==> config.mk <==
export PLATFORM = sky130hd
export DESIGN_NAME = uart_scon_ctrl
export DESIGN_NICKNAME = d
export VERILOG_FILES = /design/src/rtl/uart_pkg.sv /design/src/rtl/uart_baud_gen.sv /design/src/rtl/uart_scon_ctrl.sv
export SDC_FILE = /design/constraint.sdc
export NUM_CORES = 1
export LEC_CHECK = 0
export ABC_AREA = 1
export BUFFER_PORTS_ARGS = -buffer_cell sky130_fd_sc_hd__buf_2
export CORE_ASPECT_RATIO = 0.5
export CORE_UTILIZATION = 30
export DETAILED_ROUTE_END_ITERATION = 6
export PLACE_DENSITY = 0.57
export SLEW_MARGIN = 20
export SYNTH_ARGS = -nofsm -noshare
export SYNTH_HDL_FRONTEND = slang
export SYNTH_SLANG_ARGS = --single-unit
==> constraint.sdc <==
create_clock -name clk -period 4.1 [get_ports clk]
set_clock_uncertainty 0.1 [all_clocks]
set_input_delay 0 -clock clk [delete_from_list [all_inputs] [get_ports clk]]
set_output_delay 0 -clock clk [all_outputs]
set_load 0.03 [all_outputs]
==> src/rtl/uart_pkg.sv <==
// Shared UART constants: mode encodings, SCON bit positions, SFR addresses
// and the mode-0 shift period. Used by the SCON control and receive blocks.
package uart_pkg;

    typedef enum logic [1:0] {
        MODE0 = 2'b00,
        MODE1 = 2'b01,
        MODE2 = 2'b10,
        MODE3 = 2'b11
    } uart_mode_e;

    localparam logic [2:0] SCON_RI_BIT  = 3'd0;
    localparam logic [2:0] SCON_TI_BIT  = 3'd1;
    localparam logic [2:0] SCON_RB8_BIT = 3'd2;
    localparam logic [2:0] SCON_TB8_BIT = 3'd3;
    localparam logic [2:0] SCON_REN_BIT = 3'd4;
    localparam logic [2:0] SCON_SM2_BIT = 3'd5;

    localparam logic [7:0] SFR_SCON = 8'h98;
    localparam logic [7:0] SFR_SBUF = 8'h99;
    localparam logic [7:0] SFR_BRL  = 8'h9A;
    localparam logic [7:0] SFR_PCON = 8'h87;

    localparam logic [3:0] T7_PERIOD = 4'd12;
    localparam logic [3:0] T7_LAST   = T7_PERIOD - 4'd1;

    // Modes 01/11 take their rate from the BRL reload divider.
    function automatic logic uses_brl(input uart_mode_e mode);
        return (mode == MODE1) || (mode == MODE3);
    endfunction

endpackage

==> src/rtl/uart_baud_gen.sv <==
// Baud tick generator: BRL divider / fixed /2 base, /2 stage (bypassed by smod)
// and the 12-clock mode-0 shift counter, all restarted on a mode change.
module uart_baud_gen
    import uart_pkg::*;
(
    input  logic       clk,
    input  logic       rst_n,
    input  uart_mode_e mode,
    input  logic       restart,
    input  logic [7:0] brl,
    input  logic       smod,
    output logic       tc,
    output logic       t7
);

    logic [7:0] div_r;
    logic       half_r;
    logic       stage_r;
    logic [3:0] t7_cnt_r;
    logic       tc_r;
    logic       t7_r;
    logic       base_tick_s;

    // Select the base tick source for the current mode.
    always_comb begin
        base_tick_s = 1'b0;
        case (mode)
            MODE0:        base_tick_s = 1'b0;
            MODE2:        base_tick_s = half_r;
            MODE1, MODE3: base_tick_s = (div_r == 8'd0);
            default:      base_tick_s = 1'b0;
        endcase
    end

    // Counters and registered ticks; a restart reloads and silences this cycle.
    always_ff @(posedge clk or negedge rst_n) begin
        if (!rst_n) begin
            div_r    <= 8'd0;
            half_r   <= 1'b0;
            stage_r  <= 1'b0;
            t7_cnt_r <= 4'd0;
            tc_r     <= 1'b0;
            t7_r     <= 1'b0;
        end else if (restart) begin
            div_r    <= brl;
            half_r   <= 1'b0;
            stage_r  <= 1'b0;
            t7_cnt_r <= 4'd0;
            tc_r     <= 1'b0;
            t7_r     <= 1'b0;
        end else begin
            tc_r <= base_tick_s & (stage_r | smod);
            t7_r <= (mode == MODE0) && (t7_cnt_r == T7_LAST);
            if (base_tick_s) begin
                stage_r <= ~stage_r;
            end
            if (mode == MODE2) begin
                half_r <= ~half_r;
            end
            if (uses_brl(mode)) begin
                div_r <= (div_r == 8'd0) ? brl : (div_r - 8'd1);
            end
            if (mode == MODE0) begin
                t7_cnt_r <= (t7_cnt_r == T7_LAST) ? 4'd0 : (t7_cnt_r + 4'd1);
            end
        end
    end

    assign tc = tc_r;
    assign t7 = t7_r;

endmodule

==> src/rtl/uart_scon_ctrl.sv <==
// 8051 UART serial control: SCON/BRL registers, SFR read mux, interrupt and
// baud ticks. Define UART_SMOD_EN to add the PCON.SMOD baud doubler.
module uart_scon_ctrl
    import uart_pkg::*;
#(
    parameter logic [7:0] ADDR_SCON = SFR_SCON,
    parameter logic [7:0] ADDR_BRL  = SFR_BRL,
    parameter logic [7:0] ADDR_PCON = SFR_PCON,
    parameter logic [7:0] BRL_RESET = 8'd5
) (
    input  logic       clk,
    input  logic       rst_n,
    input  logic [7:0] AB,
    input  logic [7:0] din,
    input  logic       wr_n,
    input  logic       rd_n,
    output logic [7:0] dout,
    output logic [1:0] SM,
    output logic       SM2,
    output logic       REN,
    output logic       TB8,
    output logic       SCON_RI,
    output logic       SCON_TI,
    input  logic       set_rb8,
    input  logic       rb8,
    input  logic       RI,
    input  logic       TI,
    output logic       TC,
    output logic       T7,
    output logic       irq
);

    logic [7:0] scon_r;
    logic [7:0] brl_r;
    logic [7:0] scon_base_s;
    logic [7:0] scon_nxt_s;
    logic [7:0] dout_s;
    logic       wr_scon_s;
    logic       wr_brl_s;
    logic       restart_s;
    logic       smod_s;

    assign wr_scon_s = !wr_n && (AB == ADDR_SCON);
    assign wr_brl_s  = !wr_n && (AB == ADDR_BRL);
    assign restart_s = wr_scon_s && (din[7:6] != scon_r[7:6]);

    // Hardware RI/TI set and RB8 load win over a same-cycle software write.
    always_comb begin
        scon_base_s              = wr_scon_s ? din : scon_r;
        scon_nxt_s               = scon_base_s;
        scon_nxt_s[SCON_RI_BIT]  = scon_base_s[SCON_RI_BIT] | RI;
        scon_nxt_s[SCON_TI_BIT]  = scon_base_s[SCON_TI_BIT] | TI;
        scon_nxt_s[SCON_RB8_BIT] = set_rb8 ? rb8 : scon_base_s[SCON_RB8_BIT];
    end

    // SCON and BRL registers.
    always_ff @(posedge clk or negedge rst_n) begin
        if (!rst_n) begin
            scon_r <= 8'h00;
            brl_r  <= BRL_RESET;
        end else begin
            scon_r <= scon_nxt_s;
            if (wr_brl_s) begin
                brl_r <= din;
            end
        end
    end

`ifdef UART_SMOD_EN
    logic smod_r;

    // PCON.SMOD baud doubler bit.
    always_ff @(posedge clk or negedge rst_n) begin
        if (!rst_n) begin
            smod_r <= 1'b0;
        end else if (!wr_n && (AB == ADDR_PCON)) begin
            smod_r <= din[7];
        end
    end

    assign smod_s = smod_r;
`else
    assign smod_s = 1'b0;
`endif

    // Combinational SFR read mux; unselected reads return zero.
    always_comb begin
        dout_s = 8'h00;
        if (rd_n) begin
            dout_s = 8'h00;
        end else if (AB == ADDR_SCON) begin
            dout_s = scon_r;
        end else if (AB == ADDR_BRL) begin
            dout_s = brl_r;
`ifdef UART_SMOD_EN
        end else if (AB == ADDR_PCON) begin
            dout_s = {smod_r, 7'd0};
`else
        end else if (AB == ADDR_PCON) begin
            dout_s = 8'h00;
`endif
        end else begin
            dout_s = 8'h00;
        end
    end

    uart_baud_gen u_baud_gen (
        .clk     (clk),
        .rst_n   (rst_n),
        .mode    (uart_mode_e'(scon_r[7:6])),
        .restart (restart_s),
        .brl     (brl_r),
        .smod    (smod_s),
        .tc      (TC),
        .t7      (T7)
    );

    assign dout    = dout_s;
    assign SM      = scon_r[7:6];
    assign SM2     = scon_r[SCON_SM2_BIT];
    assign REN     = scon_r[SCON_REN_BIT];
    assign TB8     = scon_r[SCON_TB8_BIT];
    assign SCON_RI = scon_r[SCON_RI_BIT];
    assign SCON_TI = scon_r[SCON_TI_BIT];
    assign irq     = scon_r[SCON_RI_BIT] | scon_r[SCON_TI_BIT];

endmodule

# After elaboration in Yosys (flattened, before gate mapping)
# Index checks and enable logic that the tools add are counted.
[word_totals]
ff_bits = 32
[classes]
n_addsub = 2
n_bitwise = 6
reduce_logical = 14
n_eq_ne = 7
n_mux = 18
[op_table]
columns = ["operator", "count"]
rows = [
  ["2-to-1 mux 8 bit", 6],
  ["equality test 8 bit (second input constant)", 2],
  ["2-to-1 mux 4 bit", 3],
  ["nonzero test 2 bit", 5],
  ["logical NOT 8 bit", 1],
  ["subtractor 8 x 1 -> 8 bit (second input constant)", 1],
  ["2-to-1 mux 1 bit", 7],
  ["adder 4 x 1 -> 4 bit (second input constant)", 1],
  ["equality test 2 bit (second input constant)", 2],
  ["equality test 4 bit (second input constant)", 1],
  ["logical AND 1 bit", 4],
  ["2-to-1 mux 3 bit", 1],
  ["OR 1 bit", 3],
  ["one-hot mux 1 bit (3 select lines)", 1],
  ["equality test 2 x 1 -> 1 bit (second input constant)", 1],
  ["logical NOT 2 bit", 1],
  ["!= test 2 bit", 1],
  ["inverter 1 bit", 2],
  ["OR reduction 2 bit", 1],
  ["bitwise AND 1 bit", 1],
  ["logical NOT 1 bit", 1],
  ["logical OR 1 bit", 1],
]

# Depth between registers and ports, before layout
# Gate-level depths: netlist (run 1).
[depth]
depth_word = 5
depth_mapped = 11
depth_no_buf = 11

# Hierarchy
# Synthesis (run 1) repeated with hierarchy kept, for this count alone.
[unflattened]
cells_unflattened = 269
hier_area_um2 = 2009.4
[modules_own_cells]
columns = ["mod", "n_inst", "cells_per_inst", "area_each_um2", "seq_area_each_um2"]
rows = [
  ["uart_scon_ctrl", 1, 136, 1012.2, 402.9],
  ["uart_baud_gen", 1, 133, 997.2, 400.4],
]

# Worst setup path after synthesis (run 1)
# No wires, ideal clock.
[synth_timing]
path_type = "register -> register"
from = "register u_baud_gen.div_r[0]"
to = "register u_baud_gen.div_r[4]"
t_arrival_ns = 1.389
period_less_slack_ns = 1.605
n_path_buf = 0
stages_incl_launch_ff = 11
setup_slack_ns = 2.495
path_cell_list = "dfrtp_1 inv_1 ha_1 nor3b_2 nand2_2 nand2_1 nand2_1 nand2_1 nand2_1 nand2_1 nand2_1"
[synth_via]
elab_chain_cells = 4
[synth_rtl]
columns = ["item", "line", "source"]
rows = [
  ["start: declaration", "uart_baud_gen.sv:16", "logic [7:0] div_r;"],
  ["start signal: assignment", "uart_baud_gen.sv:45", "div_r <= brl;"],
  ["start signal: assignment", "uart_baud_gen.sv:61", "div_r <= (div_r == 8'd0) ? brl : (div_r - 8'd1);"],
  ["subtractor 8 x 1 -> 8 bit or logical NOT 8 bit (tied branches)", "uart_baud_gen.sv:61", ""],
  ["2-to-1 mux 8 bit (*)", "uart_baud_gen.sv:61", ""],
  ["2-to-1 mux 8 bit (*)", "uart_baud_gen.sv:60", "if (uses_brl(mode)) begin"],
  ["2-to-1 mux 8 bit (*)", "uart_baud_gen.sv:44", "end else if (restart) begin"],
]
# Mark *: on every way between the ends. The rest lies on a longest branch, timed or not. The select of a mux whose other input is x is not followed.
# A chain may end at the register's enable or synchronous reset.

# Worst setup path in the final report (run 1)
[layout_timing]
from = "input port AB[2]"
to = "register brl_r[2]"
[layout_via]
elab_chain_cells = 2
[layout_rtl]
columns = ["item", "line", "source"]
rows = [
  ["start: declaration", "uart_scon_ctrl.sv:13", "input logic [7:0] AB,"],
  ["equality test 8 bit", "uart_scon_ctrl.sv:44", "assign wr_brl_s = !wr_n && (AB == ADDR_BRL);"],
  ["logical AND 1 bit", "uart_scon_ctrl.sv:44", ""],
  ["end signal: assignment", "uart_scon_ctrl.sv:64", "brl_r <= din;"],
  ["end: declaration", "uart_scon_ctrl.sv:34", "logic [7:0] brl_r;"],
]
# No other way between the ends.

==> out/metrics.cfg, run 1 <==
[final_layout]
drive_above_1_share = 0.2080
regArea_um2 = 803.3
insertedDiodeCount = 0
final_common_cell = nand2_1
multiInputGateArea_um2 = 974.7
final_area_mm2 = 0.002564
fill_cells = 648
finalNonFillerCells = 415
finalCoreUtilization = 0.4165
syn2layout_area_growth_pct = 32.19
mostFrequentLayoutCells = nand2_1, buf_2, nand3_1
nets = 353

[pwr]
seq_power_share = 0.347
power_leakage_nw = 1.361
total_power_mw = 1.344
switching_power_uw = 458.8
power_frac_comb = 0.311
p_sw_frac = 0.3413
clockPowerShare = 0.342
p_per_area_mw_per_mm2 = 524.4
intPower_uw = 885.6
vdd.ir_drop.worst_uv = 171.8

[sta]
drv_slew = 0
tightest_slew_ns = 0.7482
finalSetupViolations = 0
finalHoldViolCount = 0
setup_slack_ns = 1.895
rsz0062_at_grt = no
fmax_mhz = 453.5
setup_tns_ns = 0
hold_ws_ns = 0.2161
post-route-period-util = 0.5378
maxSlewHeadroom = 0.5012
min_period_ns = 2.205

[global_route]
grt-ovfl-total = 0
grt_first_pass_wirelength_um = 8680
grt_max_degree = 33
grt_pass1_vias = 1836
grt_usage = 0.1679
antenna_found_initial = 0

[synth]
synth-async-reset-ratio = 1.000
syn_inst = 268
yosysSeqAreaShare = 0.4142
syn-cell-area_mm2 = 0.001939
yosysWarnings = 0
avgSynthCellArea_um2 = 7.236
synth_nets = 295
synth_edf_count = 0
synth_top_flop_cell = dfrtp_1
synth_seq_cells = 32
ys_types = 28

[route]
via_per_inst = 4.636
route.detailed.drc = 0
drt_iter0_drc = 94
vias = 1924
drtAntennaViolNets = 0
routed_wl_um = 5035
wl_per_cell_um = 12.13
firstDrtPassIters = 4

[place]
place_inst = 388
hpwl_um = 3527
finalWeightedCongestion = 0.7910
dpl-instance-area_mm2 = 0.002191
dpl_worst_slack_ns = 2.184
port_buffers = 41

[floorplan]
coreArea_mm2 = 0.006156
pin_count = 42
rows = 20
die_h_um = 58.86
die-area_mm2 = 0.006810
start_util = 0.3150
die_x_um = 115.7

[setup_path]
critPathKind = input pin to flip-flop
end_kind = flip-flop
slowest_stage = dlygate4sd3_1
crit_required_ns = 4.22
cp_slowest_stage_delay_ns = 0.58
crit_chain = buf_2 -> nor2_2 -> and3b_1 -> nand2_2 -> nor2_4 -> nand2_1 -> dlygate4sd3_1 -> nand2_1 -> dlygate4sd3_1
worstPathMaxFanout = 13
start_kind = input pin
cp.arrival_ns = 2.33

[cts]
cts_buffers = 5
clock_latency_ns = 0.28
root_buffer = clkbuf_16
clock-sinks = 32
cts_buffer_depth = 2
clk_pin_slew_worst_paths_ns = 0.05
cts_tree = built
cts_max_level = 2

[worst_hold_path]
hold_class = input pin to asynchronous set/reset pin

[run]
drv_cap = 0

[run_status]
status = finished clean

routing by layer:
layer	wire length [um]	share of wire	vias up	track usage
met2	2263	0.45	50	0.2678
met5	0	0	-	0
met4	67	0.013	0	0.06593
met3	254	0.050	7	0.03913
met1	2449	0.49	894	0.2235
li1	-	-	973	-
what timing repair did:
item / CTS / global route
buffers inserted: 0 / 0
resized for setup: 0 / 0
hold buffers: 19 / 0
endpoints found under the hold margin: 46 / 0
endpoints found under the setup margin: 0 / 0
sequential cells by signal (all words and copies together) (netlist names):
register             flops
u_baud_gen.t7            1
u_baud_gen.div_r         8
scon_r                   8
u_baud_gen.stage_r       1
brl_r                    8
u_baud_gen.half_r        1
u_baud_gen.tc            1
u_baud_gen.t7_cnt_r      4
final timing paths:
kind | slack, ns | endpoint | start | cells past startpoint
max in group asynchronous | 3.19 | u_baud_gen.div_r[5] | rst_n | 2
hold reg to reg | 0.39 | u_baud_gen.stage_r | u_baud_gen.stage_r | 1
setup / recovery | 1.89 | brl_r[2] | AB[2] | 9
hold / removal | 0.22 | u_baud_gen.t7_cnt_r[2] | rst_n | 2
setup reg to reg | 2.18 | u_baud_gen.div_r[1] | scon_r[6] | 8
min in group clk | 0.27 | brl_r[3] | AB[6] | 7
power groups by stage:
stage               Sequential, mW  Combinational [mW]  Clock, mW
floorplan                    0.458               0.315          0
global placement             0.469               0.399          0
detailed placement           0.469               0.402          0
CTS                          0.464               0.419      0.464
global route                 0.479               0.490      0.482
finish                       0.467               0.418      0.459
synthesized netlist by cell type, types with 3 or more instances:
cell | n | share of area
buf_4 | 3 | 0.012
nor2_2 | 3 | 0.0097
buf_2 | 3 | 0.0077
a21oi_1 | 14 | 0.036
nand2_2 | 6 | 0.019
inv_1 | 24 | 0.046
nand3_1 | 38 | 0.098
dfrtp_1 | 30 | 0.39
ha_1 | 3 | 0.019
nor2_1 | 13 | 0.025
o21ai_0 | 11 | 0.028
nand2_1 | 96 | 0.19
area by class of cell:
cell class,count,area share
Multi-Input combinational cell,201,0.3802
Clock inverter,1,0.01171
Tap cell,88,0.04295
Sequential cell,32,0.3133
Clock buffer,7,0.05954
Timing Repair Buffer,60,0.1542
Inverter,26,0.03807
worst max-delay path, delay by kind of cell:
family | cells | cell delay [ns]
buffers and inverters | 3 | 1.22
AND/OR/NAND/NOR | 6 | 1.10
cells by family after synthesis:
group / synth area share
AND/OR/NAND/NOR: 0.3981
buffers and inverters: 0.08322
flip-flops: 0.4142
AO/OA/AOI/OAI: 0.07613
adder cells (fa/ha/maj): 0.01936
XOR/XNOR: 0.009034
Power figures use the tool's default switching activity.
==> inputs of run 2 (changes only) <==
- ABC_AREA: 1 -> 0
- PLACE_DENSITY: 0.57 -> 0.58
- clock period: 4.1 -> 2.3 ns (I/O delays scaled with it)
==> out/metrics.cfg, run 2 <==
[cts]
cts_tree = built
cts_setup_buffers = 0  ; unchanged
root_buffer = clkbuf_16
cts_max_level = 2  ; unchanged
clock-sinks = 32  ; unchanged
cts_buffer_depth = 2  ; unchanged
cts_buffers = 5  ; unchanged
clk_pin_slew_worst_paths_ns = 0.05  ; about the same
clock_latency_ns = 0.28  ; about the same
cts-resized-gates = 0  ; unchanged
hold_buffers = 15  ; -4

[sta]
min_period_ns = 1.907
hold_ws_ns = 0.1293  ; -0.08679 ns
fmax_mhz = 524.5
tightest_slew_ns = 0.7220  ; -0.02628 ns
maxSlewHeadroom = 0.5187  ; +0.01752
post-route-period-util = 0.8290
drv_slew = 0  ; unchanged
finalHoldViolCount = 0  ; unchanged
setup_tns_ns = 0  ; unchanged
finalSetupViolations = 0  ; unchanged
rsz0062_at_grt = no

[floorplan]
die_x_um = 111.4  ; -3.7%
die_h_um = 56.69  ; -3.7%
die-area_mm2 = 0.006313  ; -7.3%
rows = 19  ; -5.0%
coreArea_mm2 = 0.005610  ; -8.9%
pin_count = 42  ; unchanged
start_util = 0.3198  ; +0.004763

[synth]
synth_top_area_cell = dfrtp_1
ys_types = 46  ; +64%
synth_seq_cells = 32  ; unchanged
synth_commonest_cells = dfrtp_1, nor2_1, nand2_1
syn_inst = 179  ; -33%
yosysSeqAreaShare = 0.4477  ; +0.03351
synth_top_flop_cell = dfrtp_1
synth_edf_count = 0  ; unchanged
yosys-top-cells-area = dfrtp_1, mux2_2, nor2_1
syn-cell-area_mm2 = 0.001794  ; -7.5%
synth.most_common_cell = dfrtp_1
synth_top_area_frac = 0.4184  ; +0.03131
avgSynthCellArea_um2 = 10.02  ; +39%
synth-async-reset-ratio = 1.000  ; unchanged
synth_nets = 206  ; -30%
yosysWarnings = 0  ; unchanged

[pwr]
total_power_mw = 1.981  ; +47%
power_leakage_nw = 1.108  ; -19%
p_per_area_mw_per_mm2 = 818.0  ; +56%
clockPowerShare = 0.348  ; +0.006
seq_power_share = 0.414  ; +0.067
vdd.ir_drop.worst_uv = 276.5  ; +61%
intPower_mw = 1.380  ; +56%
power_frac_comb = 0.238  ; -0.073
p_sw_frac = 0.3038  ; -0.03749
switching_power_uw = 601.9  ; +31%

[setup_path]
crit_required_ns = 2.38  ; -1.84 ns
critPathKind = flip-flop to flip-flop
cp.arrival_ns = 1.99  ; -0.34 ns
start_kind = flip-flop
path_buf_inv = 1  ; -2
cp_top_family = compound AO/OA/AOI/OAI gates
worst-r2r-setup-slack_ns = 0.39  ; -1.79 ns
crit_chain = inv_1 -> ha_1 -> or3b_2 -> o21ai_0 -> o22ai_1 -> a221oi_2
cp_slowest_stage_delay_ns = 0.50  ; -0.08 ns
worstPathMaxFanout = 4  ; -9
slowest_stage = or3b_2
end_kind = flip-flop

[global_route]
antenna_found_initial = 0  ; unchanged
grt-ovfl-total = 0  ; unchanged
grt_pass1_vias = 1592  ; -13%
grt_first_pass_wirelength_um = 7686  ; -11%
grt_usage = 0.1576  ; -0.01024
grt_max_degree = 33  ; unchanged

[route]
wl_met3_um = 175  ; -31%
via_per_inst = 5.073  ; +9.4%
drt_iter0_drc = 48  ; -49%
routed_wl_um = 4450  ; -12%
route.detailed.drc = 2  ; +2
wl_met2_um = 2060  ; -9.0%
drtAntennaViolNets = 0  ; unchanged
firstDrtPassIters = 6  ; +2
routedLengthMet1_um = 2192  ; -10%
top_layer = met4
wl_per_cell_um = 14.08  ; +16%
vias = 1603  ; -17%

[place]
port_buffers = 41  ; unchanged
finalWeightedCongestion = 0.7933  ; +0.29%
hpwl_um = 3095  ; -12%
place_inst = 293  ; -24%

[final_layout]
insertedDiodeCount = 0  ; unchanged
fill_cells = 551  ; -15%
syn2layout_area_growth_pct = 35.01
multiInputGateArea_um2 = 918.4  ; -5.8%
regArea_um2 = 803.3  ; unchanged
final_common_cell = buf_2
mostFrequentLayoutCells = buf_2, dfrtp_1, nor2_1
finalNonFillerCells = 316  ; -24%
nets = 269  ; -24%
largestRegisters = brl_r x8, scon_r x8, u_baud_gen.div_r x8
drive_above_1_share = 0.3251  ; +0.1172

[worst_hold_path]
hold_class = input pin to flip-flop

[run_status]
status = finished, violations left
violations = DRC

[run]
drv_cap = 0  ; unchanged

## run 2: changes by cell type after synthesis, sizes merged, moves of 4 or more
cell | before | now
mux2 | 0 | 9
inv | 26 | 6
nor3 | 0 | 5
a22oi | 0 | 8
a221oi | 0 | 4
nand3 | 39 | 2
a21oi | 14 | 6
mux2i | 0 | 4
nand2 | 102 | 14
## run 2: layer usage
layer / track usage / vias to the layer above
met4: 0.05212 / 0
met1: 0.2067 / 781
met2: 0.2545 / 31
li1: - / 788
met3: 0.04104 / 3
met5: 0 / -
## run 2: area by class of cell
type                    count  share of cell area
clock buffers               8             0.06457
repair buffers             66              0.1777
inverters                   6            0.009298
multi-input cells         131              0.3791
well taps                  73             0.03771
flip-flops and latches     32              0.3316
## run 2: cells by family after synthesis
group,count (synthesis),share of synthesized area
AO/OA/AOI/OAI,49,0.2036
XOR/XNOR,4,0.01953
adder cells (fa/ha/maj),3,0.02092
buffers and inverters,16,0.04392
flip-flops,32,0.4477
multiplexers,13,0.07880
AND/OR/NAND/NOR,62,0.1855
## run 2: final timing paths
path / from / end / cells past startpoint
worst max-delay path: u_baud_gen.div_r[0] / u_baud_gen.div_r[1] / 6
worst min-delay path: wr_n / brl_r[6] / 3
worst max register to register: u_baud_gen.div_r[0] / u_baud_gen.div_r[1] / 6
worst min register to register: scon_r[3] / scon_r[3] / 1
max in group asynchronous: rst_n / u_baud_gen.div_r[1] / 2
min in group asynchronous: rst_n / scon_r[0] / 2
## run 2: worst reg2reg max path, delay by kind of cell, from the launching register on
kind / cells / cell delay, ns
compound gates: 3 / 0.58
simple gates: 1 / 0.50
flops: 1 / 0.40
fa+ha+maj: 1 / 0.15
buf+inv: 1 / 0.09
## run 2: power by group through the flow
stage	clock, mW	sequential (mW)	combinational, mW
2_1_floorplan	0	0.801	0.340
3_3_place_gp	0	0.824	0.440
3_5_place_dp	0	0.824	0.453
4_1_cts	0.705	0.817	0.475
5_1_grt	0.729	0.842	0.549
6_report	0.690	0.820	0.471
## run 2: per-stage QoR
step	worst slack (ns)	util	instance area (um^2)
after floorplan	0.5322	-	1794
after detailed placement	0.4143	0.3771	2116
after global routing	0.2189	0.4318	2422
after CTS	0.3817	0.4318	2422
after global placement	0.4743	0.3771	2116
final	0.3933	0.4318	2422
